## src/rtl/servo_pkg.sv

```systemverilog
// Shared definitions for the servo ramp controller: widths, default
// pulse-width limits, FSM states and the clamp / slew helpers.
package servo_pkg;

    localparam int US_W            = 12;
    localparam int TICKS_PER_US    = 25;
    localparam int FRAME_TICKS_DEF = 500000;

    localparam int MIN_US_DEF    = 1000;
    localparam int MAX_US_DEF    = 2000;
    localparam int CENTER_US_DEF = 1500;
    localparam int STEP_US_DEF   = 10;

    typedef enum logic {
        IDLE   = 1'b0,
        UPDATE = 1'b1
    } state_t;

    // Limit a requested pulse width to the legal [lo, hi] window.
    function automatic logic [US_W-1:0] clamp_us(
        input logic [US_W-1:0] v,
        input logic [US_W-1:0] lo,
        input logic [US_W-1:0] hi
    );
        logic [US_W-1:0] r;
        if (v < lo)      r = lo;
        else if (v > hi) r = hi;
        else             r = v;
        return r;
    endfunction

    // Move cur toward tgt by at most step. The comparison comes first so
    // every subtraction is of a smaller value from a larger one.
    function automatic logic [US_W-1:0] step_toward(
        input logic [US_W-1:0] cur,
        input logic [US_W-1:0] tgt,
        input logic [US_W-1:0] step
    );
        logic [US_W-1:0] r;
        r = cur;
        if (cur < tgt) begin
            r = ((tgt - cur) <= step) ? tgt : cur + step;
        end else if (cur > tgt) begin
            r = ((cur - tgt) <= step) ? tgt : cur - step;
        end
        return r;
    endfunction

endpackage

```

## src/rtl/servo_frame_timer.sv

```systemverilog
// Free-running servo frame counter; flags the last cycle of each frame.
module servo_frame_timer
    import servo_pkg::*;
#(
    parameter int FRAME_TICKS = FRAME_TICKS_DEF
) (
    input  logic CLK,
    input  logic RST,
    output logic frame_tick
);

    localparam int                CNT_W = $clog2(FRAME_TICKS);
    localparam logic [CNT_W-1:0]  LAST  = CNT_W'(FRAME_TICKS - 1);

    logic [CNT_W-1:0] r_cnt;

    // Count 0..FRAME_TICKS-1 and wrap.
    always_ff @(posedge CLK) begin
        if (RST)                r_cnt <= '0;
        else if (r_cnt == LAST) r_cnt <= '0;
        else                    r_cnt <= r_cnt + 1'b1;
    end

    // Decoded straight from the register so the tick is glitch-free.
    assign frame_tick = (r_cnt == LAST);

endmodule

```

## src/rtl/servo_ramp_ctrl.sv

```systemverilog
// Multi-channel servo slew controller. Commands set clamped per-channel
// targets; once per frame each channel's output moves toward its target
// by at most STEP_US, one channel per cycle.
//
// Handshake: a command transfers on any rising CLK edge where
// cmd_valid && cmd_ready; cmd_ready is high only in IDLE and out of reset,
// and a held cmd_valid simply waits through the UPDATE sweep.
module servo_ramp_ctrl
    import servo_pkg::*;
#(
    parameter int NCH         = 4,
    parameter int FRAME_TICKS = FRAME_TICKS_DEF,
    parameter int STEP_US     = STEP_US_DEF,
    parameter int MIN_US      = MIN_US_DEF,
    parameter int MAX_US      = MAX_US_DEF,
    parameter int CENTER_US   = CENTER_US_DEF
) (
    input  logic                    CLK,
    input  logic                    RST,
    input  logic                    cmd_valid,
    output logic                    cmd_ready,
    input  logic [$clog2(NCH)-1:0]  cmd_chan,
    input  logic [US_W-1:0]         cmd_us,
    output logic [NCH*32-1:0]       ctrl_us,
    output logic                    frame_tick,
    output logic [NCH-1:0]          moving,
    output logic                    all_settled,
    output logic                    dbg_state
);

    localparam int               IDX_W    = $clog2(NCH);
    localparam logic [IDX_W-1:0] LAST_IDX = IDX_W'(NCH - 1);
    localparam logic [US_W-1:0]  C_MIN    = US_W'(MIN_US);
    localparam logic [US_W-1:0]  C_MAX    = US_W'(MAX_US);
    localparam logic [US_W-1:0]  C_CENTER = US_W'(CENTER_US);
    localparam logic [US_W-1:0]  C_STEP   = US_W'(STEP_US);

    state_t            r_state;
    state_t            w_next_state;
    logic [IDX_W-1:0]  r_idx;
    logic [US_W-1:0]   r_tgt  [NCH];
    logic [US_W-1:0]   r_ctrl [NCH];
    logic              w_accept;
    logic [US_W-1:0]   w_step_val;
    logic [NCH-1:0]    w_moving;

    servo_frame_timer #(
        .FRAME_TICKS (FRAME_TICKS)
    ) u_timer (
        .CLK        (CLK),
        .RST        (RST),
        .frame_tick (frame_tick)
    );

    // FSM state register.
    always_ff @(posedge CLK) begin
        if (RST) r_state <= IDLE;
        else     r_state <= w_next_state;
    end

    // FSM next state: a frame tick starts a sweep over all channels.
    always_comb begin
        w_next_state = r_state;
        case (r_state)
            IDLE:    if (frame_tick)         w_next_state = UPDATE;
            UPDATE:  if (r_idx == LAST_IDX)  w_next_state = IDLE;
            default:                         w_next_state = IDLE;
        endcase
    end

    // FSM outputs: commands are only taken while idle and out of reset.
    always_comb begin
        cmd_ready = (r_state == IDLE) && !RST;
        dbg_state = (r_state == UPDATE);
    end

    assign w_accept = cmd_valid && cmd_ready;

    // Channel index walks 0..NCH-1 during a sweep and rests at 0 otherwise.
    always_ff @(posedge CLK) begin
        if (RST)                    r_idx <= '0;
        else if (r_state == UPDATE) r_idx <= (r_idx == LAST_IDX) ? '0 : r_idx + 1'b1;
        else                        r_idx <= '0;
    end

    // Targets: latest accepted command per channel, already clamped.
    always_ff @(posedge CLK) begin
        if (RST) begin
            for (int i = 0; i < NCH; i++) r_tgt[i] <= C_CENTER;
        end else if (w_accept) begin
            r_tgt[cmd_chan] <= clamp_us(cmd_us, C_MIN, C_MAX);
        end
    end

    assign w_step_val = step_toward(r_ctrl[r_idx], r_tgt[r_idx], C_STEP);

    // Outputs: slew the channel currently selected by the sweep.
    always_ff @(posedge CLK) begin
        if (RST) begin
            for (int i = 0; i < NCH; i++) r_ctrl[i] <= C_CENTER;
        end else if (r_state == UPDATE) begin
            r_ctrl[r_idx] <= w_step_val;
        end
    end

    for (genvar g = 0; g < NCH; g++) begin : g_lane
        assign ctrl_us[32*g +: 32] = 32'(r_ctrl[g]);
        assign w_moving[g]         = (r_ctrl[g] != r_tgt[g]);
    end

    assign moving      = w_moving;
    assign all_settled = ~|w_moving;

endmodule

```

## config.mk

```make
export PLATFORM = sky130hd
export DESIGN_NAME = servo_ramp_ctrl
export DESIGN_NICKNAME = d
export VERILOG_FILES = /design/src/rtl/servo_pkg.sv /design/src/rtl/servo_frame_timer.sv /design/src/rtl/servo_ramp_ctrl.sv
export SDC_FILE = /design/constraint.sdc
export NUM_CORES = 1
export LEC_CHECK = 0
export BUFFER_PORTS_ARGS = -buffer_cell sky130_fd_sc_hd__buf_2
export CORE_MARGIN = 2
export CORE_UTILIZATION = 40
export CTS_BUF_LIST = sky130_fd_sc_hd__clkbuf_2 sky130_fd_sc_hd__clkbuf_4 sky130_fd_sc_hd__clkbuf_8
export DETAILED_ROUTE_END_ITERATION = 8
export PLACE_DENSITY = 0.71
export SLEW_MARGIN = 10
export SYNTH_ARGS = -nofsm -noshare
export SYNTH_HDL_FRONTEND = slang
export SYNTH_HIERARCHICAL = 1
export SYNTH_SLANG_ARGS = --single-unit
```

## constraint.sdc

```tcl
create_clock -name CLK -period 5.93 [get_ports CLK]
set_input_delay 0.8895 -clock CLK [delete_from_list [all_inputs] [get_ports CLK]]
set_output_delay 0.8895 -clock CLK [all_outputs]
set_load 0.01 [all_outputs]
```

==> run summary, run 1 <==
==================================================================================================
Routed Wire Length ..................................................................     22300 um
Placer Congestion ...................................................................        0.942
Synthesis-to-finish area growth .....................................................        7.87%
Total negative slack for setup checks ...............................................         0 ns
Antenna Nets Post-Route .............................................................            0
Endpoint arrival time on the critical path ..........................................      5.27 ns
Clock transition time at the flip-flop clock pins of the worst setup and hold paths .      0.07 ns
Kind of launch point of the worst setup path ........................................         flop
P_leak ..............................................................................      3.37 nW
Buffer depth of the longest clock path ..............................................            2
Met3 usage ..........................................................................        3.15%
Resize count post-CTS ...............................................................            0
Core region area ....................................................................   0.0208 mm2
HPWL after DPL ......................................................................     17700 um
Initial antenna violation count .....................................................            0
Count of hold-fix buffers inserted at cts ...........................................            0
DRC violation count after routing ...................................................            0
Number of nets in the final layout ..................................................          975
CP Max Fanout .......................................................................           33
Count of flip-flops with a built-in enable after synthesis ..........................           96
Total number of placement rows ......................................................           53
Run status ..........................................................................    completed
Quantity of I/O buffers inserted on ports ...........................................           72
GRT met2 Usage ......................................................................        34.7%
Share of final-layout standard cells stronger than drive strength 1 .................        15.9%
Clock buffer count from CTS .........................................................           17
Classification of the worst-slack hold path .........................................   reg -> reg
Final global-route overflow total ...................................................            0
Worst-skew pair later-pin latency ...................................................      0.43 ns
Worst slew margin ...................................................................        19.0%
Worst Reg2Reg Path Length in Cells ..................................................           13
Synth area leader ...................................................................     edfxtp_1
Global-route met1 utilization .......................................................        25.2%
Full die area .......................................................................   0.0222 mm2
Max-slew violations .................................................................            0
Cell depth of the worst hold path ...................................................            1
Leading cell type in the layout, fill and taps excluded .............................     edfxtp_1
Post-synthesis area per instance ....................................................     9.76 um2
All-layer global routing usage ......................................................        20.1%
Layer with the highest usage ........................................................         met2
Peak clock frequency supported by timing ............................................    0.196 GHz
RSZ-0062 raised after global routing ................................................           no
Number of iterations in the first detailed-routing pass .............................            5
Ys flop type ........................................................................     edfxtp_1
Count of mapped cells out of synthesis ..............................................          863
Maximum clock skew at final layout ..................................................   0.00991 ns
Peak supply drop ....................................................................       194 uV
Post-synthesis async set-or-reset flop share ........................................           0%
H-tree level count ..................................................................            4
Maximum number of pins on one net before global-route repair ........................           34
Width of the die ....................................................................       149 um
Kind of critical path ...............................................................   reg -> reg
Die extent in y .....................................................................       149 um
Starting DRC count in detailed routing ..............................................          728
Vias per Instance ...................................................................         5.49
Seq cells post-synth ................................................................          118
Total number of yosys warnings ......................................................            6
Number of global-route vias before repair ...........................................         6312
Number of setup violations in the final report ......................................            0
Cell types with the largest area share after synthesis .............................. edfxtp_1 (34%), buf_4 (7.2%), mux4_2 (6.1%)
Buffer type at the clock tree root ..................................................     clkbuf_8
Ports placed on the boundary ........................................................          153
Number of hold-slack violations in the final timing report ..........................            0
Fin util ............................................................................        43.6%
Via Count ...........................................................................         6674
Max capacitance violation total .....................................................            0
Fin crit period .....................................................................      5.11 ns
Period Utilization, post-route ......................................................        86.1%
Pwr dens ............................................................................   204 mW/mm2
Worst Tran Pin Value ................................................................      1.20 ns
Wire length of the first global-routing pass ........................................     34600 um
Wire per inst .......................................................................      18.3 um
Setup Buffers After CTS .............................................................            0
Required time at the endpoint of the critical path ..................................      6.10 ns
Portion of the post-synthesis area used by sequential elements ......................        39.4%
Netlist Area Pre-Place ..............................................................  0.00843 mm2
Leading cell types in the layout, fill and taps excluded ............................ edfxtp_1 (96), nor2_1 (93), conb_1 (84), nand2_1 (83), buf_2 (72)
Antenna diode count .................................................................            0
Endpoint class of the critical path .................................................         flop
Effective utilization at floorplan ..................................................        40.5%
Unique masters post-synth ...........................................................           71
Clock tree from TritonCTS ...........................................................         done
Clk sinks ...........................................................................          118
Area fraction of the dominant cell type after synthesis .............................        34.2%
==================================================================================================
[kinds of logic (layout without fill, tap and decap cells)]
kind of cell / Yosys count / in the layout / synth area share, %
AOI/OAI and AO/OA: 111 / 111 / 9.64
muxes: 37 / 37 / 7.84
other: 1 / 84 / 0.0445
buffers and inverters: 154 / 149 / 10.7
and+or+nand+nor: 336 / 336 / 19.8
xor gates and xnor gates: 77 / 77 / 8.00
adders and majority gates: 29 / 29 / 4.48
DFF: 118 / 118 / 39.4
[Yosys cell counts (5+ instances only)]
master and instances:
nor3_1 24, nor4_1 29, mux4_2 23, mux2i_1 12, nand4_1 8, nor2_1 93
a21o_1 6, buf_4 81, buf_2 10, o211ai_1 5, edfxtp_1 96, xor2_1 54
inv_1 41, nand3_1 35, a211oi_1 6, and3_1 6, and2_1 9, nand2_1 83
o21ai_0 19, or4_1 7, dfxtp_1 22, a21oi_1 26, a31oi_1 8, clkbuf_1 19
nand2b_1 12, ha_1 27, xnor2_1 23
[per-layer routing]
metal	routed length, um	vias up
met5	0	-
met4	697	0
met3	1460	49
met2	11300	300
met1	8870	3261
li1	-	3064
[metrics by stage]
step	instances	power (mW)	area, um2	hold WS [ns]	setup slack [ns]
2_1_floorplan	946	1.16	8740	0.441	1.22
3_3_place_gp	1185	1.19	8730	0.458	0.857
3_5_place_dp	1185	1.19	8730	0.472	0.812
4_1_cts	1216	1.85	9090	0.488	0.804
5_1_grt	1216	1.91	9090	0.500	0.423
6_report	1216	1.85	9090	0.489	0.825
[registers in the layout, summed over array words and instances (netlist names)]
register	cells
r_ctrl	48
r_idx	2
r_tgt	48
dbg_state	1
u_timer/r_cnt	19
[worst paths after layout]
kind | from | end | slack (ns)
worst min register to register | u_timer/r_cnt[0] | u_timer/r_cnt[0] | 0.49
worst max-delay path | r_idx[0] | r_ctrl[2][0] | 0.82
worst max register to register | r_idx[0] | r_ctrl[2][0] | 0.82
worst min-delay path | u_timer/r_cnt[0] | u_timer/r_cnt[0] | 0.49
[where the power goes]
part,switching (mW),internal (mW)
sequential,0.0180,0.912
combinational,0.167,0.0789
clock,0.309,0.364
[critical path, stage by stage, from the launching register on]
cell and delay (ns):
dfxtp_2 0.96, mux4_2 0.75, inv_1 0.19, ha_1 0.30, nor2b_1 0.17, o31a_1 0.29, o31ai_2 0.30, mux2_2 0.37
mux2i_1 0.28, nor4_4 0.07, buf_4 0.21, a22oi_2 0.43, mux2i_1 0.41, nor2_1 0.10
[cell type report]
class | instances | area (um2)
clock buffer | 18 | 241
fill | 2022 | 11700
clock inverter | 13 | 115
timing repair buffer | 77 | 398
multi-input combinational | 674 | 4510
inverter | 41 | 154
tap | 275 | 344
sequential | 118 | 3320
No activity file was read; power rests on OpenSTA's default activity.
==> run 2: changes to the inputs <==
--- a/config.mk
+++ b/config.mk
@@ -5,12 +5,14 @@
 export SDC_FILE = /design/constraint.sdc
 export NUM_CORES = 1
 export LEC_CHECK = 0
+export ABC_AREA = 1
 export BUFFER_PORTS_ARGS = -buffer_cell sky130_fd_sc_hd__buf_2
 export CORE_MARGIN = 2
 export CORE_UTILIZATION = 40
 export CTS_BUF_LIST = sky130_fd_sc_hd__clkbuf_2 sky130_fd_sc_hd__clkbuf_4 sky130_fd_sc_hd__clkbuf_8
+export CTS_CLUSTER_SIZE = 20
 export DETAILED_ROUTE_END_ITERATION = 8
-export PLACE_DENSITY = 0.71
+export PLACE_DENSITY = 0.7
 export SLEW_MARGIN = 10
 export SYNTH_ARGS = -nofsm -noshare
 export SYNTH_HDL_FRONTEND = slang
==> run 2 against run 1 <==
Against the previous run:
- non-clock buffer count is 1 higher
- register-to-register slack gained 0.74 ns
- via count rose by 18%
- area after synthesis grew 6.8%
==> run summary, run 2 <==
==================================================================================================
Power, Total ........................................................................      1.99 mW
Kind of launch point of the worst setup path ........................................         flop
Period Utilization, post-route ......................................................        73.5%
Total number of yosys warnings ......................................................            6
Quantity of I/O buffers inserted on ports ...........................................           72
Max capacitance violation total .....................................................            0
Crit-path cells ..................................................................... inv_2, a32oi_1, inv_1, fa_1, nand2_1, nand2_1, nand3_1, nand2_1, nand2_1, nand2_1, inv_1, nand3_2, nor2_1, nor2_2, nand2_1, nor2_1
Cell depth of the worst hold path ...................................................            1
Delay of the slowest cell on the worst path .........................................      0.70 ns
Number of global-route vias before repair ...........................................         7123
Portion of the post-synthesis area used by sequential elements ......................        36.9%
Sum of buffers and inverters on the critical path ...................................            3
Wire per inst .......................................................................      15.7 um
Post-layout worst setup margin ......................................................      1.57 ns
Wire length of the first global-routing pass ........................................     37700 um
Internal cell power .................................................................      1.44 mW
Fin crit period .....................................................................      4.36 ns
Seq cells post-synth ................................................................          118
Endpoint arrival time on the critical path ..........................................      4.55 ns
Maximum clock skew at final layout ..................................................    0.0156 ns
Number of nets in the final layout ..................................................         1316
P_leak ..............................................................................      4.40 nW
Uppermost layer routed ..............................................................         met4
Clock tree from TritonCTS ...........................................................         done
Worst-skew pair later-pin latency ...................................................      0.44 ns
Number of hold-slack violations in the final timing report ..........................            0
Clock buffer count from CTS .........................................................           17
Most Frequent Cell on Critical Path .................................................      nand2_1
Kind of critical path ...............................................................   reg -> reg
Largest delay share family, worst path .............................................. simple AND/OR/NAND/NOR gates
Pwr dens ............................................................................   204 mW/mm2
Post-synthesis area per instance ....................................................     7.55 um2
Ports placed on the boundary ........................................................          153
Psw .................................................................................     0.542 mW
Core region area ....................................................................   0.0220 mm2
Buffer type at the clock tree root ..................................................     clkbuf_8
Share of total power consumed by net switching ......................................        27.3%
Worst Tran Pin Value ................................................................      1.11 ns
Buffer depth of the longest clock path ..............................................            2
Largest registers ranked by flip-flop count ......................................... r_ctrl (48), r_tgt (48), u_timer/r_cnt (19)
Resize count post-CTS ...............................................................            0
Final global-route overflow total ...................................................            0
Post-place setup slack ..............................................................      1.60 ns
Placer Congestion ...................................................................        0.925
HPWL after DPL ......................................................................     19600 um
Detailed-route wire length on metal 1 ...............................................     10500 um
Setup Buffers After CTS .............................................................            0
Total number of placement rows ......................................................           54
Via Count ...........................................................................         7904
Reg2reg setup slack .................................................................      1.57 ns
Detailed-routed wire length on met3 .................................................      1670 um
Max-slew violations .................................................................            0
Share of final-layout standard cells stronger than drive strength 1 .................        13.6%
End point of the most critical hold path ............................................ u_timer/r_cnt[0]
Synthesis-to-finish area growth .....................................................        8.34%
Count of mapped cells out of synthesis ..............................................         1192
Clock share of power ................................................................        39.9%
Routed wl met2 ......................................................................     11700 um
All-layer global routing usage ......................................................        20.3%
Maximum number of pins on one net before global-route repair ........................           47
CP Max Fanout .......................................................................           37
Netlist Area Pre-Place ..............................................................  0.00900 mm2
Endpoint class of the critical path .................................................         flop
Peak supply drop ....................................................................       249 uV
Die extent in y .....................................................................       154 um
Clk sinks ...........................................................................          118
Top cells by instance count after synthesis ......................................... nand2_1 (338), inv_1 (131), nor2_1 (118)
Capture point of the worst reg-to-reg path .......................................... r_ctrl[0][5]
Combinational share of power ........................................................        13.1%
Peak clock frequency supported by timing ............................................    0.229 GHz
Critical register-to-register path startpoint .......................................     r_idx[1]
Synth area leader ...................................................................     edfxtp_1
Run status ..........................................................................    completed
Number of iterations in the first detailed-routing pass .............................            5
Dominant cell by count in the synthesized netlist ...................................      nand2_1
Vias per Instance ...................................................................         5.06
Max stage delay cell, worst path ....................................................      dfxtp_1
Count of flip-flops with a built-in enable after synthesis ..........................           96
Full die area .......................................................................   0.0237 mm2
Number of setup violations in the final report ......................................            0
Share of power burned in registers ..................................................        46.9%
Unique masters post-synth ...........................................................           43
Routed Wire Length ..................................................................     24600 um
Worst slew margin ...................................................................        26.2%
Starting DRC count in detailed routing ..............................................          752
Total negative slack for setup checks ...............................................         0 ns
Leading cell type in the layout, fill and taps excluded .............................      nand2_1
Leading cell types in the layout, fill and taps excluded ............................ nand2_1 (338), inv_1 (131), nor2_1 (118), nand3_1 (102), edfxtp_1 (96)
Antenna Nets Post-Route .............................................................            0
RSZ-0062 raised after global routing ................................................           no
Required time at the endpoint of the critical path ..................................      6.12 ns
Antenna diode count .................................................................            0
Cell types with the largest area share after synthesis .............................. edfxtp_1 (32%), nand2_1 (14%), buf_4 (7.3%)
Worst Reg2Reg Path Length in Cells ..................................................           16
Effective utilization at floorplan ..................................................        41.0%
Ys flop type ........................................................................     edfxtp_1
Post-synthesis async set-or-reset flop share ........................................           0%
Count of hold-fix buffers inserted at cts ...........................................            0
Area fraction of the dominant cell type after synthesis .............................        32.0%
Width of the die ....................................................................       154 um
Count of cell instances traversed by the critical path ..............................           16
Hold path startpoint ................................................................ u_timer/r_cnt[0]
Initial antenna violation count .....................................................            0
DRC violation count after routing ...................................................            0
Classification of the worst-slack hold path .........................................   reg -> reg
Clock transition time at the flip-flop clock pins of the worst setup and hold paths .      0.07 ns
H-tree level count ..................................................................            4
==================================================================================================
==> run 2: changes by cell type after synthesis, sizes merged, moves of 21 or more <==
cell,before,now
nor2,93,137
inv,41,144
xnor2,23,2
nand3,36,110
mux4,23,0
nand4,9,30
nand2,83,355
==> run 2: per-layer routing <==
| metal | global-route usage (%) | up-vias |
|---|---|---|
| met2 | 33.9 | 340 |
| met4 | 7.61 | 0 |
| met1 | 26.5 | 3648 |
| met5 | 0 | - |
| met3 | 3.49 | 59 |
| li1 | - | 3857 |
==> run 2: cell type report <==
class,count,area [um2]
Clock buffer,18,241
Clock inverter,14,184
Fill cell,2211,12200
Inverter,145,549
Multi-Input combinational cell,910,4700
Sequential cell,118,3320
Tap cell,280,350
Timing Repair Buffer,78,405
==> run 2: through the flow <==
stage	hold slack [ns]	cell area (um2)	std cells	util, %
6_report	0.467	9750	1563	44.4
5_1_grt	0.497	9750	1563	44.4
4_1_cts	0.467	9750	1563	44.4
3_5_place_dp	0.458	9330	1531	42.5
3_3_place_gp	0.442	9330	1531	42.5
2_1_floorplan	0.430	9310	1275	-
==> run 2: worst max path at each step <==
| stage | start | end | slack, ns |
|---|---|---|---|
| finish | r_idx[1] | r_ctrl[0][5] | 1.57 |
| global route | r_idx[0] | r_ctrl[3][5] | 1.13 |
| CTS | r_idx[1] | r_ctrl[1][5] | 1.60 |
| detailed placement | r_idx[1] | r_ctrl[2][5] | 1.60 |
| global placement | r_idx[1] | r_ctrl[1][5] | 1.75 |
| floorplan | r_idx[0] | r_ctrl[0][5] | 2.68 |
==> run 2: cell families after synthesis <==
| family | after synthesis | share of synthesized area [%] |
|---|---|---|
| fa+ha+maj | 29 | 4.20 |
| buf+inv | 247 | 14.5 |
| flops | 118 | 36.9 |
| other cells | 1 | 0.0417 |
| compound gates | 74 | 5.07 |
| xor+xnor | 66 | 6.42 |
| simple gates | 657 | 32.9 |
==> run 2: power groups by stage <==
stage	clock network (mW)	logic, mW	registers [mW]
5_1_grt	0.832	0.289	0.933
2_1_floorplan	0	0.230	0.945
4_1_cts	0.800	0.258	0.931
3_3_place_gp	0	0.255	0.949
6_report	0.793	0.261	0.932
3_5_place_dp	0	0.257	0.949
